[config.mk]
export PLATFORM = sky130hd
export DESIGN_NAME = tt_sweeper_flat
export DESIGN_NICKNAME = d
export VERILOG_FILES = /design/src/rtl/tt_pkg.sv /design/src/rtl/tt_sweeper_if.sv /design/src/rtl/tt_row_counter.sv /design/src/rtl/tt_sweeper.sv /design/src/flat_wrapper.sv
export SDC_FILE = /design/constraint.sdc
export NUM_CORES = 1
export LEC_CHECK = 0
export CORE_ASPECT_RATIO = 0.6
export CORE_UTILIZATION = 45
export CTS_BUF_LIST = sky130_fd_sc_hd__clkbuf_4 sky130_fd_sc_hd__clkbuf_8
export DETAILED_ROUTE_END_ITERATION = 10
export PLACE_DENSITY = 0.78
export SYNTH_ARGS = -nofsm -noshare
export SYNTH_HDL_FRONTEND = slang
export SYNTH_HIERARCHICAL = 1
export SYNTH_SLANG_ARGS = --single-unit
[constraint.sdc]
create_clock -name clk -period 2 [get_ports clk]
set_input_delay 0.3 -clock clk [delete_from_list [all_inputs] [get_ports clk]]
set_output_delay 0.3 -clock clk [all_outputs]
set_load 0.005 [all_outputs]
[src/rtl/tt_pkg.sv]
`default_nettype none
// ============================================================================
// Module  : tt_pkg
// Brief   : Shared types and helpers for the truth-table sweeper.
//           State encoding, the legal input-count ceiling and a row-count
//           helper used to size masks and row indices.
// Revision: 1.0 - initial release
// ============================================================================
package tt_pkg;

   // Largest supported number of function inputs (64-row masks).
   localparam int MAX_N_IN = 6;

   // Sweeper control states.
   typedef enum logic [1:0] {
      IDLE = 2'd0,
      RUN  = 2'd1,
      DONE = 2'd2
   } tt_state_e;

   // Number of truth-table rows for an n-input function.
   function automatic int rows_of(input int n);
      return 1 << n;
   endfunction

endpackage : tt_pkg
`default_nettype wire

[src/rtl/tt_sweeper_if.sv]
`default_nettype none
// ============================================================================
// Module  : tt_sweeper_if
// Brief   : Control/result bundle between a sweep controller (master) and the
//           truth-table sweeper (slave). Optional checker signals exist only
//           when TT_CHECK_EN is defined.
// Revision: 1.0 - initial release
// ============================================================================
interface tt_sweeper_if #(
   parameter int N_IN = 4
);
   import tt_pkg::*;

   localparam int ROWS = rows_of(N_IN);

   logic            start;
   logic            abort;
   logic [ROWS-1:0] func_mask;
   logic            busy;
   logic            done;
   logic            out_valid;
   logic            out_ready;
   logic [N_IN-1:0] out_idx;
   logic            out_val;
   logic [N_IN:0]   ones_count;
`ifdef TT_CHECK_EN
   logic [ROWS-1:0] exp_mask;
   logic            mismatch;
   logic [N_IN-1:0] first_bad_idx;
`endif

   // Controller / consumer side.
   modport master (
      output start, abort, func_mask, out_ready,
`ifdef TT_CHECK_EN
      output exp_mask,
      input  mismatch, first_bad_idx,
`endif
      input  busy, done, out_valid, out_idx, out_val, ones_count
   );

   // Sweeper side.
   modport slave (
      input  start, abort, func_mask, out_ready,
`ifdef TT_CHECK_EN
      input  exp_mask,
      output mismatch, first_bad_idx,
`endif
      output busy, done, out_valid, out_idx, out_val, ones_count
   );

endinterface : tt_sweeper_if
`default_nettype wire

[src/rtl/tt_row_counter.sv]
`default_nettype none
// ============================================================================
// Module  : tt_row_counter
// Brief   : Row index register for the sweeper. Clears to row 0, advances on
//           inc and saturates at the last row (never wraps).
// Revision: 1.0 - initial release
// ============================================================================
module tt_row_counter #(
   parameter int N_IN = 4
) (
   input  wire logic            clk,
   input  wire logic            rst_n,
   input  wire logic            clr_i,
   input  wire logic            inc_i,
   output logic [N_IN-1:0]      idx_o,
   output logic                 last_o
);

   logic [N_IN-1:0] idx_q;

   // Row index: clear wins over increment; the last row is terminal.
   always_ff @(posedge clk) begin
      if (!rst_n) begin
         idx_q <= '0;
      end else if (clr_i) begin
         idx_q <= '0;
      end else if (inc_i && !last_o) begin
         idx_q <= idx_q + 1'b1;
      end
   end

   assign idx_o  = idx_q;
   assign last_o = &idx_q;

endmodule : tt_row_counter
`default_nettype wire

[src/rtl/tt_sweeper.sv]
`default_nettype none
// ============================================================================
// Module  : tt_sweeper
// Brief   : Sequential truth-table engine. Captures a minterm mask on start and
//           streams every row (index, value) over a valid/ready handshake,
//           counting accepted true rows. Optional expected-mask checker is
//           compiled in when the macro TT_CHECK_EN is defined.
// Revision: 1.0 - initial release
// ============================================================================
module tt_sweeper
   import tt_pkg::*;
#(
   parameter int N_IN = 4
) (
   input wire logic     clk,
   input wire logic     rst_n,
   tt_sweeper_if.slave  bus
);

   localparam int ROWS = rows_of(N_IN);

   tt_state_e       state_q, state_d;
   logic [ROWS-1:0] mask_q;
   logic [N_IN:0]   ones_q;

   logic [N_IN-1:0] idx;
   logic            idx_last;
   logic            start_acc;
   logic            in_run;
   logic            handshake;
   logic            row_val;

   assign start_acc = (state_q == IDLE) && bus.start;
   assign in_run    = (state_q == RUN);
   // Abort takes priority: an aborted cycle never counts as a handshake.
   assign handshake = in_run && bus.out_ready && !bus.abort;
   assign row_val   = mask_q[idx];

   tt_row_counter #(
      .N_IN (N_IN)
   ) u_row_counter (
      .clk    (clk),
      .rst_n  (rst_n),
      .clr_i  (start_acc),
      .inc_i  (handshake),
      .idx_o  (idx),
      .last_o (idx_last)
   );

   // State register.
   always_ff @(posedge clk) begin
      if (!rst_n) begin
         state_q <= IDLE;
      end else begin
         state_q <= state_d;
      end
   end

   // Next-state logic: DONE lasts exactly one cycle.
   always_comb begin
      state_d = state_q;
      case (state_q)
         IDLE:    if (bus.start) state_d = RUN;
         RUN: begin
            if (bus.abort)                  state_d = IDLE;
            else if (handshake && idx_last) state_d = DONE;
         end
         DONE:    state_d = IDLE;
         default: state_d = IDLE;
      endcase
   end

   // Mask capture and running count of accepted true rows.
   always_ff @(posedge clk) begin
      if (!rst_n) begin
         mask_q <= '0;
         ones_q <= '0;
      end else if (start_acc) begin
         mask_q <= bus.func_mask;
         ones_q <= '0;
      end else if (handshake) begin
         ones_q <= ones_q + {{N_IN{1'b0}}, row_val};
      end
   end

   assign bus.busy       = (state_q != IDLE);
   assign bus.done       = (state_q == DONE);
   assign bus.out_valid  = in_run;
   assign bus.out_idx    = idx;
   assign bus.out_val    = in_run && row_val;
   assign bus.ones_count = ones_q;

`ifdef TT_CHECK_EN
   logic [ROWS-1:0] exp_q;
   logic            mismatch_q;
   logic [N_IN-1:0] first_bad_q;

   // Expected-mask checker: sticky flag and index of the first bad row.
   always_ff @(posedge clk) begin
      if (!rst_n) begin
         exp_q       <= '0;
         mismatch_q  <= 1'b0;
         first_bad_q <= '0;
      end else if (start_acc) begin
         exp_q       <= bus.exp_mask;
         mismatch_q  <= 1'b0;
         first_bad_q <= '0;
      end else if (handshake && (row_val != exp_q[idx])) begin
         mismatch_q <= 1'b1;
         if (!mismatch_q) first_bad_q <= idx;
      end
   end

   assign bus.mismatch      = mismatch_q;
   assign bus.first_bad_idx = first_bad_q;
`endif

endmodule : tt_sweeper
`default_nettype wire

[src/flat_wrapper.sv]
// flat-port wrapper written by rule: the top's interface ports become plain ports
module tt_sweeper_flat import tt_pkg::*;
#(
   parameter int N_IN = 4
)
  (clk, rst_n, bus_start, bus_abort, bus_func_mask, bus_out_ready, bus_busy, bus_done, bus_out_valid, bus_out_idx, bus_out_val, bus_ones_count);
  tt_sweeper_if #(.N_IN(N_IN)) bus_i ();
  input wire logic clk;
  input wire logic rst_n;
  input wire logic [$bits(bus_i.start)-1:0] bus_start;
  input wire logic [$bits(bus_i.abort)-1:0] bus_abort;
  input wire logic [$bits(bus_i.func_mask)-1:0] bus_func_mask;
  input wire logic [$bits(bus_i.out_ready)-1:0] bus_out_ready;
  output wire logic [$bits(bus_i.busy)-1:0] bus_busy;
  output wire logic [$bits(bus_i.done)-1:0] bus_done;
  output wire logic [$bits(bus_i.out_valid)-1:0] bus_out_valid;
  output wire logic [$bits(bus_i.out_idx)-1:0] bus_out_idx;
  output wire logic [$bits(bus_i.out_val)-1:0] bus_out_val;
  output wire logic [$bits(bus_i.ones_count)-1:0] bus_ones_count;
  assign bus_i.start = bus_start;
  assign bus_i.abort = bus_abort;
  assign bus_i.func_mask = bus_func_mask;
  assign bus_i.out_ready = bus_out_ready;
  assign bus_busy = bus_i.busy;
  assign bus_done = bus_i.done;
  assign bus_out_valid = bus_i.out_valid;
  assign bus_out_idx = bus_i.out_idx;
  assign bus_out_val = bus_i.out_val;
  assign bus_ones_count = bus_i.ones_count;
  tt_sweeper #(.N_IN(N_IN)) u_core (.clk(clk), .rst_n(rst_n), .bus(bus_i));
endmodule
==> flow_summary.toml, run 1 <==
[status]
status = "finished with violations"
failed_checks = "DRC"

[timing]
tightest_slew_ps = 470
finalCriticalPeriod_ps = 1960
finalCritPeriodShare_pct = 98.1
setup-tns-final_ps = 0
whs_ps = 475
fin_ws_ps = 37.4
fmax_mhz = 510
finClkSkew_ps = 8.22
setup_violations = 0
slew_viol_final = 0
final_hold_viol_count = 0
maxSlewHeadroom_pct = 68.6

[finish]
layout_common_cells = "nand2_1, clkdlybuf4s50_1, dfxtp_1"
fin_util_pct = 66.4
nets = 204
final_common_cell = "nand2_1"
fillCellCount = 223
seqCellArea_um2 = 546
multiInputGateArea_um2 = 706
drive_gt1_share_pct = 16.2
area_delta_synth_final_pct = 34.0
antenna_cells = 0

[pwr]
pwr-share-comb_pct = 13.6
power.switching_uw = 235
p_leak_nw = 0.632
p_clk_share_pct = 30.7
p_int_uw = 792
p_seq_share_pct = 55.7
p_per_area_mw_per_mm2 = 592
peakVddDrop_mv = 0.396
power_mw = 1.03
switching_share_pct = 22.9

[worst_setup_path]
crit_path_end_kind = "flop"
cp_common_cell = "ha_2"
cp_num_cells = 7
critPathMaxFanout = 5
worst-setup-path-type = "reg2reg"
slowest_delay_ps = 540
startpoint_type = "flop"
endpoint = "u_core/bus.ones_count[1]$_SDFFE_PP0N_"
path_buf_inv = 0
worst_ep_arrival_time_ps = 2160
worst_ep_required_time_ps = 2200
crit_slowest_cell = "mux4_2"
worstReg2RegStart = "u_core/u_row_counter/idx_o[2]$_SDFFE_PP0P_"
reg2reg_depth = 7
reg2reg_to = "u_core/bus.ones_count[1]$_SDFFE_PP0N_"
r2r_setup_slack_ps = 40
worstPathCellList = "mux4_2 -> mux2i_4 -> a21oi_2 -> ha_2 -> ha_2 -> nand2_1 -> a21oi_1"
startpoint = "u_core/u_row_counter/idx_o[2]$_SDFFE_PP0P_"
path_delay_family = "multiplexers"

[cts]
clk_pin_slew_ps = 90
cts_tree = "done"
cts_sinks = 27
htreeDepth = 1
clock_path_buffers = 2
clk_latency_ps = 270
clockRootBuffer = "clkbuf_8"
cts_made_buffers = 3

[drt]
drcViolationCount = 1
first_iter_violations = 58
vias_per_cell = 5.35
drt.antenna.violating_nets = 0
firstDrtPassIters = 7
vias = 1128
wl_per_cell_um = 13.8
wl_um = 2900

[die]
core_mm2 = 0.00261
pin_count = 34
die_area_mm2 = 0.00310
die_x_um = 71.2
rows = 14
start_util_pct = 49.6
die_h_um = 43.5

[run]
cap_violations = 0

[synth]
synth_area_leaders = "dfxtp_1, nand2_1, mux4_1"
yosys.area.top_type = "dfxtp_1"
netlist_area_mm2 = 0.00129
syn-num-nets = 166
synth_cell_types = 33
synthCells = 142
synthXorXnorAreaFrac_pct = 0
synth_fa_ha_area_share_pct = 2.90
yosysWarnings = 6
ys_seq_area_share_pct = 41.8
synth_top_area_share_pct = 41.8
synth-simple-area-share_pct = 22.8
synth_top_family_by_area = "simple AND/OR/NAND/NOR gates"
syn_avg_cell_area_um2 = 9.11
synth_compound_area_share_pct = 16.9
muxShareOfSynthArea_pct = 9.67
synth.ff_latch_count = 27

[placed_design]
pre_cts_slack_ps = 4.30
place_congestion = 0.820
port-buffer-count = 33
dp_hpwl_um = 2100

[hold_path]
hold_path.class = "reg2reg"

[global_route]
grt.total_usage_pct = 19.5
grt_pass1_wl_um = 4580
grt_max_degree = 20
antenna_found_initial = 0
grt_pass1_vias = 981
grt_overflow_total = 0
metal layers:
metal	track usage [%]	routed length (um)	vias to the layer above
met5	0	0	-
met4	3.60	8	0
met3	5.58	115	2
met2	28.8	1350	28
met1	28.8	1430	533
li1	-	-	565
worst min-delay path: cells and delay by family, from the launching register on:
family,cells,cell delay [ps]
DFF,1,320
AOI/OAI and AO/OA,1,60
and+or+nand+nor,1,50
cell families (layout without fill, tap and decap cells):
group	after synthesis	after routing
simple gates	60	60
compound gates	34	34
flops	27	27
buf+inv	12	49
mux	6	6
fa+ha+maj	3	3
state kept, by name, indices dropped and copies added (netlist names):
| register | flops |
|---|---|
| u_core/bus.ones_count | 5 |
| u_core/u_row_counter/idx_o | 4 |
| u_core/mask_q | 16 |
| u_core/state_q | 2 |
cells in the mapped netlist (all sizes together):
library cell   n
nand3          3
ha             3
inv            4
and4b          1
nor3           2
o21a           1
nand2b         2
o21ai          5
mux4           4
buf            4
or3b           1
mux2i          2
dfxtp         27
or3            3
and3           1
nand3b         2
o22ai          1
clkinv         2
or2            2
a21boi        16
nor2b          1
nand2         38
nand4          2
nand4bb        1
clkbuf         2
a211oi         2
a21oi          9
or2b           1
power by group through the flow:
stage          registers, mW  logic (mW)  clock network (mW)
6_report               0.572       0.140               0.315
3_5_place_dp           0.584       0.133                   0
3_3_place_gp           0.584       0.129                   0
4_1_cts                0.571       0.136               0.323
2_1_floorplan          0.579      0.0752                   0
5_1_grt                0.574       0.154               0.351
cell type report:
class                   instances  share of cell area [%]
multi-input cells             103                    40.7
flip-flops and latches         27                    31.5
repair buffers                 39                    21.4
clock buffers                   4                    2.81
well taps                      32                    2.31
inverters                       6                    1.37
worst min-delay path by stage:
stage                                               from                        endpoint  cells after the start
after floorplan                                bus_abort  u_core/state_q[1]$_SDFFE_PN0P_                      1
after global placement     u_core/mask_q[8]$_SDFFE_PN0P_   u_core/mask_q[8]$_SDFFE_PN0P_                      2
after detailed placement   u_core/mask_q[5]$_SDFFE_PN0P_   u_core/mask_q[5]$_SDFFE_PN0P_                      2
after CTS                  u_core/mask_q[5]$_SDFFE_PN0P_   u_core/mask_q[5]$_SDFFE_PN0P_                      2
after global routing      u_core/mask_q[14]$_SDFFE_PN0P_  u_core/mask_q[14]$_SDFFE_PN0P_                      2
final                     u_core/mask_q[15]$_SDFFE_PN0P_  u_core/mask_q[15]$_SDFFE_PN0P_                      2
per-stage QoR:
| step | instances | instance area, um2 |
|---|---|---|
| final | 211 | 1730 |
| after detailed placement | 206 | 1650 |
| after global placement | 206 | 1650 |
| after global routing | 211 | 1730 |
| after CTS | 210 | 1710 |
| after floorplan | 142 | 1290 |
repair_timing:
| action | 4_1_cts | 5_1_grt |
|---|---|---|
| hold buffers | 0 | 0 |
| pin swaps | 2 | 4 |
| setup endpoints to repair | 2 | 4 |
| setup buffers | 0 | 1 |
| gates resized for setup | 10 | 8 |
Note: power is estimated with default switching activity, not from simulation.
==> run 2: changes to the inputs <==
- CORE_UTILIZATION: 45 -> 53
- PLACE_DENSITY: 0.78 -> 0.95
- SKIP_LAST_GASP: not set -> 1
- clock period: 2 -> 2.5 ns (I/O delays scaled with it)
==> flow_summary.toml, run 2 (synthesized netlist as in run 1, its figures left out) <==
[status]
status = "complete, no violations"

[die]
pin_count = 34
rows = 13
start_util_pct = 58.1
die_x_um = 65.8
core_mm2 = 0.00223
die_area_mm2 = 0.00265
die_h_um = 40.3

[finish]
regMostFlops = "u_core/mask_q"
stdcell_area_mm2 = 0.00167
final_common_cell = "nand2_1"
largest_reg_flops = 16
fin_util_pct = 75.0
drive_gt1_share_pct = 6.90
antenna_cells = 0
layout_common_cells = "nand2_1, clkdlybuf4s50_1, dfxtp_1"
nets = 199
area_delta_synth_final_pct = 29.1

[placed_design]
place_congestion = 0.763
placed_area_mm2 = 0.00162
port-buffer-count = 33
dp_hpwl_um = 2170

[cts]
clk_pin_slew_ps = 90
hold_buffers = 0
clockRootBuffer = "clkbuf_8"
cts_sinks = 27
cts_setup_buffers = 0
clk_latency_ps = 270
cts_made_buffers = 3
cts_tree = "done"
clock_path_buffers = 2
htreeDepth = 1

[timing]
setup_violations = 0
rsz0062_at_grt = "false"
setup-tns-final_ps = 0
maxSlewHeadroom_pct = 77.0
finalCriticalPeriod_ps = 2460
slew_viol_final = 0
whs_ps = 468
finalCritPeriodShare_pct = 98.4
tightest_slew_ps = 342
final_hold_viol_count = 0
finClkSkew_ps = 6.24
fmax_mhz = 407

[worst_setup_path]
worst_ep_arrival_time_ps = 2080
worst_ep_required_time_ps = 2120
cp_num_cells = 4
startpoint_type = "flop"
path_buf_inv = 1
path_delay_family = "multiplexers"
worstPathCellList = "mux4_1 -> o22ai_1 -> a211oi_1 -> clkdlybuf4s50_1"
slowest_delay_ps = 590
reg2reg_depth = 7
worst-setup-path-type = "reg2out"
crit_path_end_kind = "primary output"
critPathMaxFanout = 9
crit_slowest_cell = "mux4_1"

[global_route]
antenna_found_initial = 0
grt_overflow_total = 0
grt_pass1_wl_um = 4360
grt_pass1_vias = 913
grt_max_degree = 21
grt.total_usage_pct = 23.6

[hold_path]
hold_depth = 2
hold_path.class = "reg2reg"

[pwr]
p_per_area_mw_per_mm2 = 484
power_uw = 809
peakVddDrop_mv = 0.454
p_leak_nw = 0.630

[drt]
vias = 1100
wl_per_cell_um = 14.1
first_iter_violations = 71
wl_um = 2880
drcViolationCount = 0
drt.antenna.violating_nets = 0
firstDrtPassIters = 4
vias_per_cell = 5.39

[run]
cap_violations = 0
-- run 2: cell types whose count changed in the layout (fill, tap and decap cells not counted), sizes merged --
cell | before | now
buf | 6 | 1
clkbuf | 5 | 3
clkdlybuf4s50 | 32 | 33
clkinv | 2 | 3
-- run 2: final cells by class --
type | count | area [um2]
fill | 155 | 558
timing repair buffer | 34 | 338
multi-input combinational | 103 | 681
clock buffer | 3 | 41.3
clock inverter | 1 | 5.00
inverter | 6 | 23.8
tap | 30 | 37.5
sequential | 27 | 544
-- run 2: repair_timing --
item,CTS,global route
resized for setup,1,2
endpoints found under the setup margin,1,1
endpoints found under the hold margin,0,0
-- run 2: worst paths after layout --
check	from	end	slack, ps
max	u_core/u_row_counter/idx_o[2]$_SDFFE_PP0P_	bus_out_val	40
min	u_core/mask_q[3]$_SDFFE_PN0P_	u_core/mask_q[3]$_SDFFE_PN0P_	470
max reg2reg	u_core/u_row_counter/idx_o[2]$_SDFFE_PP0P_	u_core/bus.ones_count[4]$_SDFFE_PP0N_	350
min reg2reg	u_core/mask_q[3]$_SDFFE_PN0P_	u_core/mask_q[3]$_SDFFE_PN0P_	470
-- run 2: metrics by stage --
stage	cells	worst slack [ps]
after floorplan	142	493
after global placement	200	310
after detailed placement	200	179
after CTS	204	13.6
after global routing	204	10.8
final	204	40.4
-- run 2: tightest hold or removal path, stage by stage, from the launching register on --
cell	delay, ps
dfxtp_1	320
nand2_1	50
a21boi_1	60
-- run 2: power breakdown --
part	switching (mW)	leakage [nW]	internal [mW]
sequential	0.00982	0.221	0.446
combinational	0.0463	0.383	0.0594
clock	0.136	0.0255	0.112
-- run 2: layer usage --
layer,routed length (um),global-route usage [%],part of all wire (%),vias to the layer above
li1,-,-,-,560
met1,1360,29.4,47,511
met2,1390,42.6,48,25
met3,99,6.82,3.4,4
met4,29,3.26,1.0,0
met5,0,0,0,-
==> run 3: changes to the inputs <==
- GPL_TIMING_DRIVEN: not set -> 0
==> flow_summary.toml, run 3 (synthesized netlist as in run 1, its figures left out) <==
[status]
status = "complete, no violations"

[placed_design]
port-buffer-count = 33
placed_area_mm2 = 0.00166
dp_hpwl_um = 2590
place_congestion = 0.790
pre_cts_slack_ps = 130

[cts]
cts_made_buffers = 3
cts_tree = "done"
hold_buffers = 0
cts_setup_buffers = 0
clk_pin_slew_ps = 90
cts_sinks = 27
clk_latency_ps = 280
clock_path_buffers = 2
clockRootBuffer = "clkbuf_8"
htreeDepth = 1

[drt]
met2_length_um = 1680
first_iter_violations = 82
wl_um = 3410
wl_per_cell_um = 16.3
met1_length_um = 1310
dr_wl_met3_um = 287
vias_per_cell = 5.89
vias = 1230
drt.antenna.violating_nets = 0
drcViolationCount = 0
highest_layer = "met4"
firstDrtPassIters = 4

[timing]
slew_viol_final = 0
finalCriticalPeriod_ps = 2420
fin_ws_ps = 84.7
finClkSkew_ps = 4.68
finalCritPeriodShare_pct = 96.6
setup_violations = 0
fmax_mhz = 414
setup-tns-final_ps = 0
tightest_slew_ps = 466
final_hold_viol_count = 0
maxSlewHeadroom_pct = 68.9

[die]
core_mm2 = 0.00223
rows = 13
die_area_mm2 = 0.00265
start_util_pct = 58.1
die_x_um = 65.8
pin_count = 34
die_h_um = 40.3

[global_route]
grt_pass1_wl_um = 5130
grt_pass1_vias = 1112
grt_overflow_total = 0
grt.total_usage_pct = 28.2
grt_max_degree = 16
antenna_found_initial = 0

[worst_setup_path]
crit_slowest_cell = "mux4_1"
startpoint_type = "flop"
worstPathCellList = "mux4_1 -> mux2i_2 -> a211oi_1 -> clkdlybuf4s50_1"
worst_ep_required_time_ps = 2120
critPathMaxFanout = 9
crit_path_end_kind = "primary output"
worst_ep_arrival_time_ps = 2040
slowest_delay_ps = 600
worst-setup-path-type = "reg2out"
path_buf_inv = 1
path_delay_family = "multiplexers"

[finish]
final_common_cell = "nand2_1"
antenna_cells = 0
drive_gt1_share_pct = 8.94
area_delta_synth_final_pct = 33.1
fin_util_pct = 77.3
layout_common_cells = "nand2_1, clkdlybuf4s50_1, dfxtp_1"
stdcell_area_mm2 = 0.00172
regMostFlops = "u_core/mask_q"
nets = 204
largest_reg_flops = 16

[run]
cap_violations = 0

[pwr]
peakVddDrop_mv = 0.373
p_per_area_mw_per_mm2 = 478
p_leak_nw = 0.656

[hold_path]
hold_path.class = "reg2reg"
run 3: cell types whose count changed in the layout (fill, tap and decap cells not counted), sizes merged:
cell,before,now
buf,1,4
clkbuf,3,5
run 3: path summary, 6_finish.rpt:
kind              depth (start not counted)                                        from  slack (ps)                                    end
setup reg to reg                          7  u_core/u_row_counter/idx_o[2]$_SDFFE_PP0P_         390  u_core/bus.ones_count[1]$_SDFFE_PP0N_
setup / recovery                          4  u_core/u_row_counter/idx_o[2]$_SDFFE_PP0P_          80                            bus_out_val
hold reg to reg                           2               u_core/mask_q[6]$_SDFFE_PN0P_         470          u_core/mask_q[6]$_SDFFE_PN0P_
hold / removal                            2               u_core/mask_q[6]$_SDFFE_PN0P_         470          u_core/mask_q[6]$_SDFFE_PN0P_
run 3: layout make-up:
cell class                 count  area (um2)
clock inverter                 1        5.00
timing repair buffer          33         330
inverter                       6        23.8
clock buffer                   3        41.3
sequential                    27         544
multi-input combinational    103         687
tap                           30        37.5
buffer                         6        52.6
fill                         141         507
run 3: stage by stage:
step	std cells	hold slack [ps]	power, mW
floorplan	142	430	0.523
global placement	205	437	0.574
detailed placement	205	452	0.582
CTS	209	466	0.825
global route	209	488	0.859
finish	209	469	0.823
run 3: where the power goes:
group	internal, mW	total [mW]	leakage, nW	switching (mW)
registers	0.446	0.457	0.221	0.0111
logic	0.0658	0.118	0.409	0.0521
clock network	0.112	0.248	0.0255	0.136
run 3: repair_timing:
action	in CTS	in global routing
gates cloned	0	0
endpoints found under the hold margin	0	0
resized for setup	1	3
endpoints found under the setup margin	1	1
run 3: worst reg2reg max path, stage by stage, from the launching register on:
cell and delay (ps):
dfxtp_4 430, mux4_1 600, mux2i_2 180, a21oi_1 100, ha_1 200, ha_1 280
nand2_1 60, a21oi_1 180
run 3: metal layers:
| metal | GRT usage [%] | vias up |
|---|---|---|
| li1 | - | 574 |
| met1 | 32.6 | 562 |
| met2 | 47.2 | 76 |
| met3 | 6.82 | 18 |
| met4 | 21.7 | 0 |
| met5 | 0 | - |
